`config.mk`:
```
export PLATFORM = sky130hd
export DESIGN_NAME = dm_access_arbiter_flat
export DESIGN_NICKNAME = d
export VERILOG_FILES = /design/src/rtl/dm_access_arbiter_if.sv /design/src/rtl/dm_access_arbiter.sv /design/src/flat_wrapper.sv
export SDC_FILE = /design/constraint.sdc
export NUM_CORES = 1
export LEC_CHECK = 0
export ABC_CLOCK_PERIOD_IN_PS = 6650
export CELL_PAD_IN_SITES_DETAIL_PLACEMENT = 0
export CELL_PAD_IN_SITES_GLOBAL_PLACEMENT = 1
export CORE_ASPECT_RATIO = 0.9
export CORE_MARGIN = 3
export CORE_UTILIZATION = 34
export CTS_BUF_LIST = sky130_fd_sc_hd__clkbuf_8
export CTS_CLUSTER_DIAMETER = 150
export CTS_CLUSTER_SIZE = 25
export DETAILED_ROUTE_END_ITERATION = 10
export PLACE_DENSITY = 0.9
export SETUP_SLACK_MARGIN = 0.3
export SKIP_LAST_GASP = 1
export SLEW_MARGIN = 20
export SYNTH_ARGS = -nofsm -noshare
export SYNTH_HDL_FRONTEND = slang
export SYNTH_SLANG_ARGS = --single-unit
```
`constraint.sdc`:
```
create_clock -name clk -period 6.65 [get_ports clk]
set_clock_uncertainty 0.1 [all_clocks]
set_input_delay 1.995 -clock clk [delete_from_list [all_inputs] [get_ports clk]]
set_output_delay 1.995 -clock clk [all_outputs]
set_load 0.1 [all_outputs]
```
`src/rtl/dm_access_arbiter_if.sv`:
```
// Bus bundle between the two requesters (C = CPU MEM stage, X = bridge),
// the data-memory arbiter and the single-port DM array.
//
// Handshake: a requester raises *_req with we/addr/size/wdata stable and
// holds them until the one-cycle *_ack pulse. *_err and *_rdata are valid
// only while *_ack is high and read as 0 otherwise. After the ack cycle the
// requester may drop *_req or present a new request. The memory side samples
// mem_en/mem_we/mem_addr/mem_be/mem_wdata on the rising edge; mem_rdata is
// valid MEM_LAT cycles later.
interface dm_access_arbiter_if #(
  parameter int ADDR_W = 12
);
  logic              c_req;
  logic              c_we;
  logic [ADDR_W-1:0] c_addr;
  logic [1:0]        c_size;
  logic [31:0]       c_wdata;
  logic              c_ack;
  logic              c_err;
  logic [31:0]       c_rdata;
  logic              c_stall;

  logic              x_req;
  logic              x_we;
  logic [ADDR_W-1:0] x_addr;
  logic [1:0]        x_size;
  logic [31:0]       x_wdata;
  logic              x_ack;
  logic              x_err;
  logic [31:0]       x_rdata;
  logic              x_stall;

  logic              mem_en;
  logic              mem_we;
  logic [ADDR_W-3:0] mem_addr;
  logic [3:0]        mem_be;
  logic [31:0]       mem_wdata;
  logic [31:0]       mem_rdata;

  // Arbiter view.
  modport slave (
    input  c_req, c_we, c_addr, c_size, c_wdata,
    input  x_req, x_we, x_addr, x_size, x_wdata,
    input  mem_rdata,
    output c_ack, c_err, c_rdata, c_stall,
    output x_ack, x_err, x_rdata, x_stall,
    output mem_en, mem_we, mem_addr, mem_be, mem_wdata
  );

  // Requester / memory-model view.
  modport master (
    output c_req, c_we, c_addr, c_size, c_wdata,
    output x_req, x_we, x_addr, x_size, x_wdata,
    output mem_rdata,
    input  c_ack, c_err, c_rdata, c_stall,
    input  x_ack, x_err, x_rdata, x_stall,
    input  mem_en, mem_we, mem_addr, mem_be, mem_wdata
  );
endinterface

```
`src/rtl/dm_access_arbiter.sv`:
```
// Data-memory access arbiter: shares one single-port DM between port C
// and port X. Latches one request, checks alignment, builds byte enables
// and lane-replicated write data, waits MEM_LAT cycles and returns a
// one-cycle ack with right-aligned zero-extended read data.
// Optional macro DM_ARB_RR_EN: round-robin tie-break instead of fixed
// C-first priority.
module dm_access_arbiter #(
  parameter int ADDR_W  = 12,
  parameter int MEM_LAT = 1
) (
  input  logic                clk,
  input  logic                reset_n,
  dm_access_arbiter_if.slave  bus,
  output logic                busy,
  output logic [1:0]          dbg_state
);

  typedef enum logic [1:0] {
    S_IDLE  = 2'd0,
    S_ISSUE = 2'd1,
    S_WAIT  = 2'd2,
    S_RESP  = 2'd3
  } state_t;

  state_t            state, state_nx;
  logic              owner_q;    // 0 = port C, 1 = port X
  logic              we_q;
  logic [ADDR_W-1:0] addr_q;
  logic [1:0]        size_q;
  logic [31:0]       wdata_q;
  logic              err_q;
  logic [31:0]       rdata_q;
  logic [3:0]        cnt_q;

  logic              any_req;
  logic              sel_x;
  logic              r_we;
  logic [ADDR_W-1:0] r_addr;
  logic [1:0]        r_size;
  logic [31:0]       r_wdata;
  logic              illegal;
  logic [3:0]        be;
  logic [31:0]       wd;
  logic [31:0]       rd_ext;

  assign any_req = bus.c_req | bus.x_req;

`ifdef DM_ARB_RR_EN
  logic rr_q;  // last granted port; starts at X so C wins the first tie

  // Tie goes to the port that was not granted last; a lone requester always wins.
  always_comb begin
    if (bus.c_req && bus.x_req) sel_x = ~rr_q;
    else                        sel_x = ~bus.c_req;
  end

  // Pointer follows every accept, including accepts that end in an error.
  always_ff @(posedge clk or negedge reset_n) begin
    if (!reset_n)                         rr_q <= 1'b1;
    else if (state == S_IDLE && any_req)  rr_q <= sel_x;
  end
`else
  // Fixed priority: X is served only while C is not requesting.
  always_comb sel_x = ~bus.c_req;
`endif

  // Select the granted port's request and classify its alignment.
  always_comb begin
    r_we    = sel_x ? bus.x_we    : bus.c_we;
    r_addr  = sel_x ? bus.x_addr  : bus.c_addr;
    r_size  = sel_x ? bus.x_size  : bus.c_size;
    r_wdata = sel_x ? bus.x_wdata : bus.c_wdata;
    illegal = (r_size == 2'd0) ||
              (r_size == 2'd2 && r_addr[0]) ||
              (r_size == 2'd3 && r_addr[1:0] != 2'b00);
  end

  // Byte enables and lane-replicated store data from the latched request.
  always_comb begin
    be = 4'b1111;
    wd = wdata_q;
    case (size_q)
      2'd1: begin
        be = 4'b0001 << addr_q[1:0];
        wd = {4{wdata_q[7:0]}};
      end
      2'd2: begin
        be = addr_q[1] ? 4'b1100 : 4'b0011;
        wd = {2{wdata_q[15:0]}};
      end
      default: ;
    endcase
  end

  // Right-align and zero-extend the addressed lane(s) of the memory word.
  always_comb begin
    rd_ext = bus.mem_rdata;
    case (size_q)
      2'd1: begin
        case (addr_q[1:0])
          2'd0:    rd_ext = {24'd0, bus.mem_rdata[7:0]};
          2'd1:    rd_ext = {24'd0, bus.mem_rdata[15:8]};
          2'd2:    rd_ext = {24'd0, bus.mem_rdata[23:16]};
          default: rd_ext = {24'd0, bus.mem_rdata[31:24]};
        endcase
      end
      2'd2:    rd_ext = addr_q[1] ? {16'd0, bus.mem_rdata[31:16]}
                                  : {16'd0, bus.mem_rdata[15:0]};
      default: ;
    endcase
  end

  // State register; reset aborts any access in flight.
  always_ff @(posedge clk or negedge reset_n) begin
    if (!reset_n) state <= S_IDLE;
    else          state <= state_nx;
  end

  // Next-state: misaligned requests skip the memory and answer next cycle.
  always_comb begin
    state_nx = state;
    case (state)
      S_IDLE:  if (any_req) state_nx = illegal ? S_RESP : S_ISSUE;
      S_ISSUE: state_nx = S_WAIT;
      S_WAIT:  if (cnt_q == 4'd1) state_nx = S_RESP;
      S_RESP:  state_nx = S_IDLE;
      default: state_nx = S_IDLE;
    endcase
  end

  // Request latch, latency counter and response capture.
  always_ff @(posedge clk or negedge reset_n) begin
    if (!reset_n) begin
      owner_q <= 1'b0;
      we_q    <= 1'b0;
      addr_q  <= '0;
      size_q  <= 2'd0;
      wdata_q <= 32'd0;
      err_q   <= 1'b0;
      rdata_q <= 32'd0;
      cnt_q   <= 4'd0;
    end else begin
      case (state)
        S_IDLE: begin
          if (any_req) begin
            owner_q <= sel_x;
            we_q    <= r_we;
            addr_q  <= r_addr;
            size_q  <= r_size;
            wdata_q <= r_wdata;
            err_q   <= illegal;
            rdata_q <= 32'd0;
          end
        end
        S_ISSUE: cnt_q <= 4'(MEM_LAT);
        S_WAIT: begin
          cnt_q <= cnt_q - 4'd1;
          if (cnt_q == 4'd1) rdata_q <= we_q ? 32'd0 : rd_ext;
        end
        default: ;
      endcase
    end
  end

  // Outputs decoded from state; everything idles at 0.
  always_comb begin
    bus.mem_en    = 1'b0;
    bus.mem_we    = 1'b0;
    bus.mem_addr  = '0;
    bus.mem_be    = 4'b0000;
    bus.mem_wdata = 32'd0;
    bus.c_ack     = 1'b0;
    bus.c_err     = 1'b0;
    bus.c_rdata   = 32'd0;
    bus.x_ack     = 1'b0;
    bus.x_err     = 1'b0;
    bus.x_rdata   = 32'd0;
    if (state == S_ISSUE) begin
      bus.mem_en    = 1'b1;
      bus.mem_we    = we_q;
      bus.mem_addr  = addr_q[ADDR_W-1:2];
      bus.mem_be    = be;
      bus.mem_wdata = wd;
    end
    if (state == S_RESP) begin
      if (owner_q) begin
        bus.x_ack   = 1'b1;
        bus.x_err   = err_q;
        bus.x_rdata = rdata_q;
      end else begin
        bus.c_ack   = 1'b1;
        bus.c_err   = err_q;
        bus.c_rdata = rdata_q;
      end
    end
    bus.c_stall = bus.c_req & ~(state == S_RESP && !owner_q);
    bus.x_stall = bus.x_req & ~(state == S_RESP &&  owner_q);
    busy        = (state != S_IDLE);
    dbg_state   = state;
  end

endmodule

```
`src/flat_wrapper.sv`:
```
// flat-port wrapper written by rule: the top's interface ports become plain ports
module dm_access_arbiter_flat 
#(
  parameter int ADDR_W  = 12,
  parameter int MEM_LAT = 1
)
  (clk, reset_n, busy, dbg_state, bus_c_req, bus_c_we, bus_c_addr, bus_c_size, bus_c_wdata, bus_x_req, bus_x_we, bus_x_addr, bus_x_size, bus_x_wdata, bus_mem_rdata, bus_c_ack, bus_c_err, bus_c_rdata, bus_c_stall, bus_x_ack, bus_x_err, bus_x_rdata, bus_x_stall, bus_mem_en, bus_mem_we, bus_mem_addr, bus_mem_be, bus_mem_wdata);
  dm_access_arbiter_if #(.ADDR_W(ADDR_W)) bus_i ();
  input  logic clk;
  input  logic reset_n;
  output logic busy;
  output logic [1:0] dbg_state;
  input wire logic [$bits(bus_i.c_req)-1:0] bus_c_req;
  input wire logic [$bits(bus_i.c_we)-1:0] bus_c_we;
  input wire logic [$bits(bus_i.c_addr)-1:0] bus_c_addr;
  input wire logic [$bits(bus_i.c_size)-1:0] bus_c_size;
  input wire logic [$bits(bus_i.c_wdata)-1:0] bus_c_wdata;
  input wire logic [$bits(bus_i.x_req)-1:0] bus_x_req;
  input wire logic [$bits(bus_i.x_we)-1:0] bus_x_we;
  input wire logic [$bits(bus_i.x_addr)-1:0] bus_x_addr;
  input wire logic [$bits(bus_i.x_size)-1:0] bus_x_size;
  input wire logic [$bits(bus_i.x_wdata)-1:0] bus_x_wdata;
  input wire logic [$bits(bus_i.mem_rdata)-1:0] bus_mem_rdata;
  output wire logic [$bits(bus_i.c_ack)-1:0] bus_c_ack;
  output wire logic [$bits(bus_i.c_err)-1:0] bus_c_err;
  output wire logic [$bits(bus_i.c_rdata)-1:0] bus_c_rdata;
  output wire logic [$bits(bus_i.c_stall)-1:0] bus_c_stall;
  output wire logic [$bits(bus_i.x_ack)-1:0] bus_x_ack;
  output wire logic [$bits(bus_i.x_err)-1:0] bus_x_err;
  output wire logic [$bits(bus_i.x_rdata)-1:0] bus_x_rdata;
  output wire logic [$bits(bus_i.x_stall)-1:0] bus_x_stall;
  output wire logic [$bits(bus_i.mem_en)-1:0] bus_mem_en;
  output wire logic [$bits(bus_i.mem_we)-1:0] bus_mem_we;
  output wire logic [$bits(bus_i.mem_addr)-1:0] bus_mem_addr;
  output wire logic [$bits(bus_i.mem_be)-1:0] bus_mem_be;
  output wire logic [$bits(bus_i.mem_wdata)-1:0] bus_mem_wdata;
  assign bus_i.c_req = bus_c_req;
  assign bus_i.c_we = bus_c_we;
  assign bus_i.c_addr = bus_c_addr;
  assign bus_i.c_size = bus_c_size;
  assign bus_i.c_wdata = bus_c_wdata;
  assign bus_i.x_req = bus_x_req;
  assign bus_i.x_we = bus_x_we;
  assign bus_i.x_addr = bus_x_addr;
  assign bus_i.x_size = bus_x_size;
  assign bus_i.x_wdata = bus_x_wdata;
  assign bus_i.mem_rdata = bus_mem_rdata;
  assign bus_c_ack = bus_i.c_ack;
  assign bus_c_err = bus_i.c_err;
  assign bus_c_rdata = bus_i.c_rdata;
  assign bus_c_stall = bus_i.c_stall;
  assign bus_x_ack = bus_i.x_ack;
  assign bus_x_err = bus_i.x_err;
  assign bus_x_rdata = bus_i.x_rdata;
  assign bus_x_stall = bus_i.x_stall;
  assign bus_mem_en = bus_i.mem_en;
  assign bus_mem_we = bus_i.mem_we;
  assign bus_mem_addr = bus_i.mem_addr;
  assign bus_mem_be = bus_i.mem_be;
  assign bus_mem_wdata = bus_i.mem_wdata;
  dm_access_arbiter #(.ADDR_W(ADDR_W), .MEM_LAT(MEM_LAT)) u_core (.clk(clk), .reset_n(reset_n), .bus(bus_i), .busy(busy), .dbg_state(dbg_state));
endmodule
```
Word level (Yosys, flattened, before mapping)
Cells that the tools add are included.

Latch bits: 0. Bits in writable memories: 0. Memory bits (read-only): 0. Input port bits: 130. Flip-flop bits (word level): 87. Memories: 0.

Add/subtract/negate cells: 1. Shift operators: 1. Reduce and logical (&&, ||, !) cells: 17. Bitwise operators: 6. Multiplexer cells: 36. Equal/unequal tests: 12. $lt $le $gt $ge: 0. Multipliers: 0. Div/mod/pow operators: 0.

Operators with widths (count): $mux 32 (9); $pmux 32 s2 (3); $pmux 8 s3 (1); $mux 16 (1); $pmux 4 s2 (2); $eq 2x2->1 const B (6); $mux 12 (1); $mux 1 (11); $mux 10 (1); $mux 2 (4); $mux 4 (2); $pmux 2 s4 (1); $reduce_bool 2->1 (4); $eq 2x1->1 const B (3); $logic_not 2->1 (3); $eq 4x1->1 const B (1); $logic_and 1x1->1 (4); $ne 2x1->1 const B (2); $reduce_and 2->1 (2); $shl 1x2->4 const A (1); $sub 4x1->4 const B (1); $not 1->1 (3); $reduce_and 3->1 (1); $and 1x1->1 (2); 3 further kinds (4).

Logic depth before layout (Yosys ltp)
Gate-level depths: netlist of run 1.

Depth after elaboration: 8. Mapped depth: 8. Mapped depth without buffers: 6.

Worst setup path after synthesis of run 1
Ideal clock, no wire load.

Kind: reg2out. Start point: register u_core.state[0] (netlist: u_core.dbg_state[0]). End point: output bus_mem_be[0]. Arrival: 4.428 ns. Required time: 4.555 ns. Stages on the path, launching flop included: 4. Setup slack: 0.127 ns. Path through: dfrtp_1 ha_1 clkbuf_1 a21boi_0.

Longest elaborated chain between the ends: 2.

Ends and longest elaborated chain: from (decl) (line dm_access_arbiter.sv:25) `state_t state, state_nx;`; from (signal assigned) (line dm_access_arbiter.sv:116) `else state <= state_nx;`; $eq 2x1->1 (line dm_access_arbiter.sv:178) `if (state == S_ISSUE) begin`; $mux 4 (line dm_access_arbiter.sv:178); to (decl) (line flat_wrapper.sv:35) `output wire logic [$bits(bus_i.mem_be)-1:0] bus_mem_be;`.

Every way passes these cells.

Final worst setup path of run 1
Start point: register u_core.owner_q. End point: output bus_c_rdata[23].

Longest elaborated chain between the ends: 2.

Ends and longest elaborated chain: from (decl) (line dm_access_arbiter.sv:26) `logic owner_q;`; from (signal assigned) (line dm_access_arbiter.sv:146) `owner_q <= sel_x;`; $mux 32 (line dm_access_arbiter.sv:186) `if (owner_q) begin`; $mux 32 (line dm_access_arbiter.sv:185) `if (state == S_RESP) begin`; to (decl) (line flat_wrapper.sv:26) `output wire logic [$bits(bus_i.c_rdata)-1:0] bus_c_rdata;`.

Every way passes these cells.

==> flow_summary.yaml, run 1 <==
grt:
  grt_max_degree: 99
  grt_overflow: 0
  grt.total_usage_pct: 21.0
  grt_pass1_vias: 5257
  antenna_found_initial: 0
  grt_first_pass_wirelength_mm: 30.0
placement:
  placed_area_um2: 8160
  place_congestion: 0.783
  numPlacedInstances: 1027
  post-dp-hpwl_mm: 13.9
  io_buffers: 250
synthesis:
  async_reset_ff_share_pct: 100
  syn_inst: 623
  syn_area_per_cell_um2: 9.02
  synth_area_um2: 5620
  synth.most_common_cell: "dfrtp_1"
  yosys.area.top_type: "dfrtp_1"
  synth_edf_count: 0
  ys_seq_area_share_pct: 38.7
  synth_nets: 761
  netlist.area_leader.share_pct: 38.7
  synthFlopType: "dfrtp_1"
  synth-seq-cells: 87
  ys_warn_count: 0
  yosys-top-cells-count: "dfrtp_1 (87), nand2_1 (70), o21ai_0 (64)"
  synthTopCellsByArea: "dfrtp_1 (39%), mux2i_1 (10%), and2_1 (6.2%), o21ai_0 (5.7%), nand2_1 (4.7%)"
  synth_cell_types: 42
sta:
  hold_viol: 0
  slew_headroom_pct: 32.1
  fin_tns_setup_ns: 0
  max_freq_mhz: 189
  tightest_slew_ns: 1.02
  fin_crit_ns: 5.28
  setup_viol: 0
  post-route-period-util_pct: 79.4
  slew_violations: 0
  rsz0062_at_grt: "no"
route:
  vias_per_cell: 5.21
  num_vias: 5434
  antenna_left: 0
  dr.pass1.iters: 5
  wl_per_cell_um: 18.2
  drtIter0Drc: 228
  drt-total-wl_mm: 19.0
  drc: 0
setup_path:
  rr_endpoint: "u_core.rdata_q[31]"
  crit_end: "bus_c_rdata[23]"
  r2r_slack_ns: 3.99
  rr_startpoint: "u_core.dbg_state[0]"
  crit_arrival_ns: 3.18
  setup.worst_path.start_class: "flop"
  worstPathMaxFanout: 36
  critPathLaunch: "u_core.owner_q"
  worstSetupPathType: "reg2out"
  r2r.worst_path.cells: 6
  critPathRequiredTime_ns: 4.55
  crit_path_end_kind: "output port"
die:
  rows: 43
  chipWidth_um: 142
  die_area_um2: 18100
  start_util_pct: 35.5
  ios: 251
  die_h_um: 128
  core_um2: 15800
cts:
  numCtsBuffers: 9
  ctsHoldBuffers: 0
  post_cts_buffers: 0
  cts.path.max_buffers: 2
  clock-sinks: 87
  insertion_delay_ns: 0.38
  cts_resized: 0
  h-tree-depth: 3
  cts-root-buf: "clkbuf_8"
  cts_tree: "done"
  clk_transition_reported_paths_ns: 0.10
cells_and_area:
  final_area_um2: 8360
  antennaDiodeCount: 0
  nets: 974
  drive_gt1_share_pct: 8.44
  syn_to_final_growth_pct: 48.7
  final_cells: 1043
worst_hold_path:
  hold_class: "reg2reg"
  worstHoldStart: "u_core.addr_q[8]"
status:
  status: "completed"
flow_run:
  maxCapViolCount: 0
power:
  p_per_area_nw_per_um2: 496
  leakage_uw: 0.00375
  vdd_ir_drop_max_v: 0.000263
[registers in the layout, summed over array words and instances, names as in the netlist]
| register | count |
|---|---|
| u_core.rdata_q | 32 |
| u_core.wdata_q | 32 |
| u_core.addr_q | 12 |
| u_core.cnt_q | 4 |
| u_core.dbg_state | 2 |
| u_core.size_q | 2 |
| u_core.err_q | 1 |
| u_core.owner_q | 1 |
| u_core.we_q | 1 |
[layout by cell type, fill, tap and decap left out, drive strengths merged, types with 11 or more instances in the layout]
master / count
clkdlybuf4s50: 222
inv: 13
a22o: 24
and3: 33
a21oi: 11
mux2i: 56
and2: 56
a22oi: 16
nor2b: 24
nand2: 70
o21ai: 75
dfrtp: 87
buf: 39
nor2: 12
[cell type report]
class | count | area, um2
clock buffer | 9 | 124
clock inverter | 7 | 72.6
fill | 1485 | 7460
inverter | 10 | 37.5
multi-input combinational | 467 | 3180
sequential | 87 | 2180
tap | 202 | 253
timing repair buffer | 261 | 2510
[worst min-delay path by stage]
stage,endpoint,cells past startpoint
2_1_floorplan,u_core.addr_q[10],2
3_3_place_gp,u_core.addr_q[8],2
3_5_place_dp,u_core.addr_q[8],2
4_1_cts,u_core.addr_q[8],2
5_1_grt,u_core.wdata_q[23],2
6_report,u_core.addr_q[8],2
[metal layers]
layer	vias up	track usage, %	wire, um
li1	2648	-	-
met1	2528	27.3	8230
met2	239	33.5	8730
met3	19	7.09	1810
met4	0	5.42	224
met5	-	0	0
[kinds of logic (layout without fill, tap and decap cells)]
kind of cell | after synthesis | count (layout) | share of synthesized area, %
flip-flops | 87 | 87 | 38.7
AO/OA/AOI/OAI | 174 | 174 | 21.2
buffers and inverters | 69 | 287 | 5.10
AND/OR/NAND/NOR | 221 | 221 | 21.6
adder cells (fa/ha/maj) | 8 | 8 | 1.78
multiplexers | 64 | 64 | 11.6
[critical path, cell delays in order (launching register included)]
cell             delay, ns
dfrtp_1               0.75
nor2b_4               0.66
and2_1                0.22
clkdlybuf4s50_1       1.15
[per-stage QoR]
step	hold WS (ns)	util (%)	power, uW	worst slack, ns
3_3_place_gp	0.353	51.6	3750	1.51
3_5_place_dp	0.362	51.6	3780	1.39
4_1_cts	0.386	52.8	4170	0.957
5_1_grt	0.417	52.8	4430	1.10
2_1_floorplan	0.342	-	3060	0.127
6_report	0.379	52.8	4150	1.37
[power breakdown]
group          leakage [uW]  internal (uW)  switching, uW
Clock              0.000101            175            211
Combinational       0.00253            800           1940
Sequential          0.00112            773            247
Total               0.00375           1750           2400
Note: power is estimated with default switching activity, not from simulation.
==> run 2: changes to the inputs <==
--- a/config.mk
+++ b/config.mk
@@ -5,17 +5,17 @@
 export SDC_FILE = /design/constraint.sdc
 export NUM_CORES = 1
 export LEC_CHECK = 0
-export ABC_CLOCK_PERIOD_IN_PS = 6650
+export ABC_CLOCK_PERIOD_IN_PS = 5190
 export CELL_PAD_IN_SITES_DETAIL_PLACEMENT = 0
 export CELL_PAD_IN_SITES_GLOBAL_PLACEMENT = 1
 export CORE_ASPECT_RATIO = 0.9
 export CORE_MARGIN = 3
-export CORE_UTILIZATION = 34
+export CORE_UTILIZATION = 31
 export CTS_BUF_LIST = sky130_fd_sc_hd__clkbuf_8
 export CTS_CLUSTER_DIAMETER = 150
 export CTS_CLUSTER_SIZE = 25
 export DETAILED_ROUTE_END_ITERATION = 10
-export PLACE_DENSITY = 0.9
+export PLACE_DENSITY = 0.83
 export SETUP_SLACK_MARGIN = 0.3
 export SKIP_LAST_GASP = 1
 export SLEW_MARGIN = 20
==> constraint.sdc (replaced) <==
create_clock -name clk -period 5.19 [get_ports clk]
set_clock_uncertainty 0.1 [all_clocks]
set_input_delay 1.557 -clock clk [delete_from_list [all_inputs] [get_ports clk]]
set_output_delay 1.557 -clock clk [all_outputs]
set_load 0.1 [all_outputs]
==> flow_summary.yaml, run 2 (synthesized netlist as in run 1, its figures left out) <==
status:
  status: "completed"
die:
  chipWidth_um: 148
  ios: 251
  core_um2: 17700
  die_area_um2: 19800
  rows: 46
  start_util_pct: 31.7
  die_h_um: 134
setup_path:
  worstSetupPathType: "reg2out"
  r2r.worst_path.cells: 7
  path_common_cell: "inv_1"
  worstPathMaxFanout: 28
  setup.worst_path.start_class: "flop"
  worstPathCellList: "inv_1 -> ha_1 -> inv_1 -> buf_4 -> o21ai_0 -> and2_1 -> buf_12"
  critPathRequiredTime_ns: 3.53
  crit_family: "adder cells"
  crit_arrival_ns: 2.69
  r2r_slack_ns: 2.53
  rr_endpoint: "u_core.rdata_q[9]"
  cpPeakStageDelay_ns: 0.84
  rr_startpoint: "u_core.size_q[0]"
  crit_path_end_kind: "output port"
  crit_buf_inv: 4
  slowest_stage: "ha_1"
grt:
  grt_overflow: 0
  grt.total_usage_pct: 19.4
  grt_max_degree: 99
  grt_pass1_vias: 5384
  antenna_found_initial: 0
  grt_first_pass_wirelength_mm: 30.2
cts:
  clk_transition_reported_paths_ns: 0.09
  insertion_delay_ns: 0.37
  clock-sinks: 87
  numCtsBuffers: 9
  cts.path.max_buffers: 2
  post_cts_buffers: 0
  cts_resized: 0
  ctsHoldBuffers: 0
  cts-root-buf: "clkbuf_8"
  cts_tree: "done"
  h-tree-depth: 3
sta:
  slew_violations: 0
  hold_viol: 0
  fin_hold_ws_ns: 0.379
  fin_tns_setup_ns: 0
  tightest_slew_ns: 0.981
  slew_headroom_pct: 34.4
  post-route-period-util_pct: 83.8
  rsz0062_at_grt: "no"
  max_freq_mhz: 230
  fin_crit_ns: 4.35
  setup_viol: 0
route:
  antenna_left: 0
  vias_per_cell: 5.00
  met2WireLength_mm: 8.87
  routed.top_layer: "met4"
  drt-total-wl_mm: 19.2
  num_vias: 5406
  m1WireLength_mm: 8.56
  wl_per_cell_um: 17.8
  drtIter0Drc: 243
  drc: 0
  dr.pass1.iters: 5
  met3WireLength_mm: 1.50
placement:
  io_buffers: 250
  place_congestion: 0.830
  post-dp-hpwl_mm: 14.4
  numPlacedInstances: 1066
cells_and_area:
  fill_cells: 1725
  final_cell_mix: "clkdlybuf4s50_1 (130), buf_4 (118), dfrtp_1 (87), nand2_1 (70), o21ai_0 (64)"
  multiInputGateArea_um2: 3230
  antennaDiodeCount: 0
  layout_commonest_cell: "clkdlybuf4s50_1"
  regArea_um2: 2180
  drive_gt1_share_pct: 21.8
  syn_to_final_growth_pct: 49.3
  nets: 975
  largest_registers: "u_core.rdata_q x32, u_core.wdata_q x32, u_core.addr_q x12"
  final_cells: 1081
power:
  p_per_area_nw_per_um2: 649
  leakage_uw: 0.00397
  vdd_ir_drop_max_v: 0.000296
worst_hold_path:
  min_to: "u_core.addr_q[7]"
  worstHoldStart: "u_core.addr_q[7]"
  hold_class: "reg2reg"
  hold_depth: 2
flow_run:
  maxCapViolCount: 0
## run 2: cell types whose count changed in the layout (fill, tap and decap cells not counted), sizes merged
cell and delta:
buf +93, clkdlybuf4s50 -92, clkinvlp +1, inv -2
## run 2: worst reg2reg max path, delay by kind of cell, from the launching register on
kind	cells	cell delay [ns]
simple gates	1	0.60
buf+inv	2	0.41
fa+ha+maj	1	0.63
flops	1	0.39
compound gates	3	0.46
## run 2: stage by stage
step           total power [uW]  cell area (um2)  util (%)  worst slack [ns]
4_1_cts                    5500             8390      47.3             0.795
3_3_place_gp               4970             8200      46.2             0.994
2_1_floorplan              3960             5680         -             0.320
6_report                   5450             8400      47.4             0.843
3_5_place_dp               4990             8200      46.2             0.980
5_1_grt                    5820             8400      47.4             0.595
## run 2: worst max path at each step
stage / to / depth (start not counted) / from
finish: bus_mem_be[1] / 7 / u_core.size_q[0]
global route: bus_mem_be[1] / 7 / u_core.size_q[0]
CTS: bus_mem_be[1] / 7 / u_core.size_q[0]
detailed placement: bus_x_stall / 3 / bus_x_req
global placement: bus_x_stall / 3 / bus_x_req
floorplan: bus_x_stall / 3 / u_core.dbg_state[0]
## run 2: final cells by class
cell class	count	area share (%)
multi-input combinational	467	38.5
inverter	10	0.447
clock buffer	9	1.48
clock inverter	6	0.849
sequential	87	25.9
timing repair buffer	262	29.2
tap	240	3.58
## run 2: layer usage
| layer | GRT usage [%] | vias up |
|---|---|---|
| li1 | - | 2654 |
| met1 | 26.3 | 2508 |
| met2 | 31.2 | 223 |
| met3 | 5.03 | 21 |
| met4 | 4.82 | 0 |
| met5 | 0 | - |
## run 2: where the power goes
| group | total [uW] | internal (uW) | switching, uW |
|---|---|---|---|
| Sequential | 1290 | 990 | 301 |
| Combinational | 3670 | 1130 | 2540 |
| Clock | 491 | 223 | 268 |
| Total | 5450 | 2340 | 3110 |
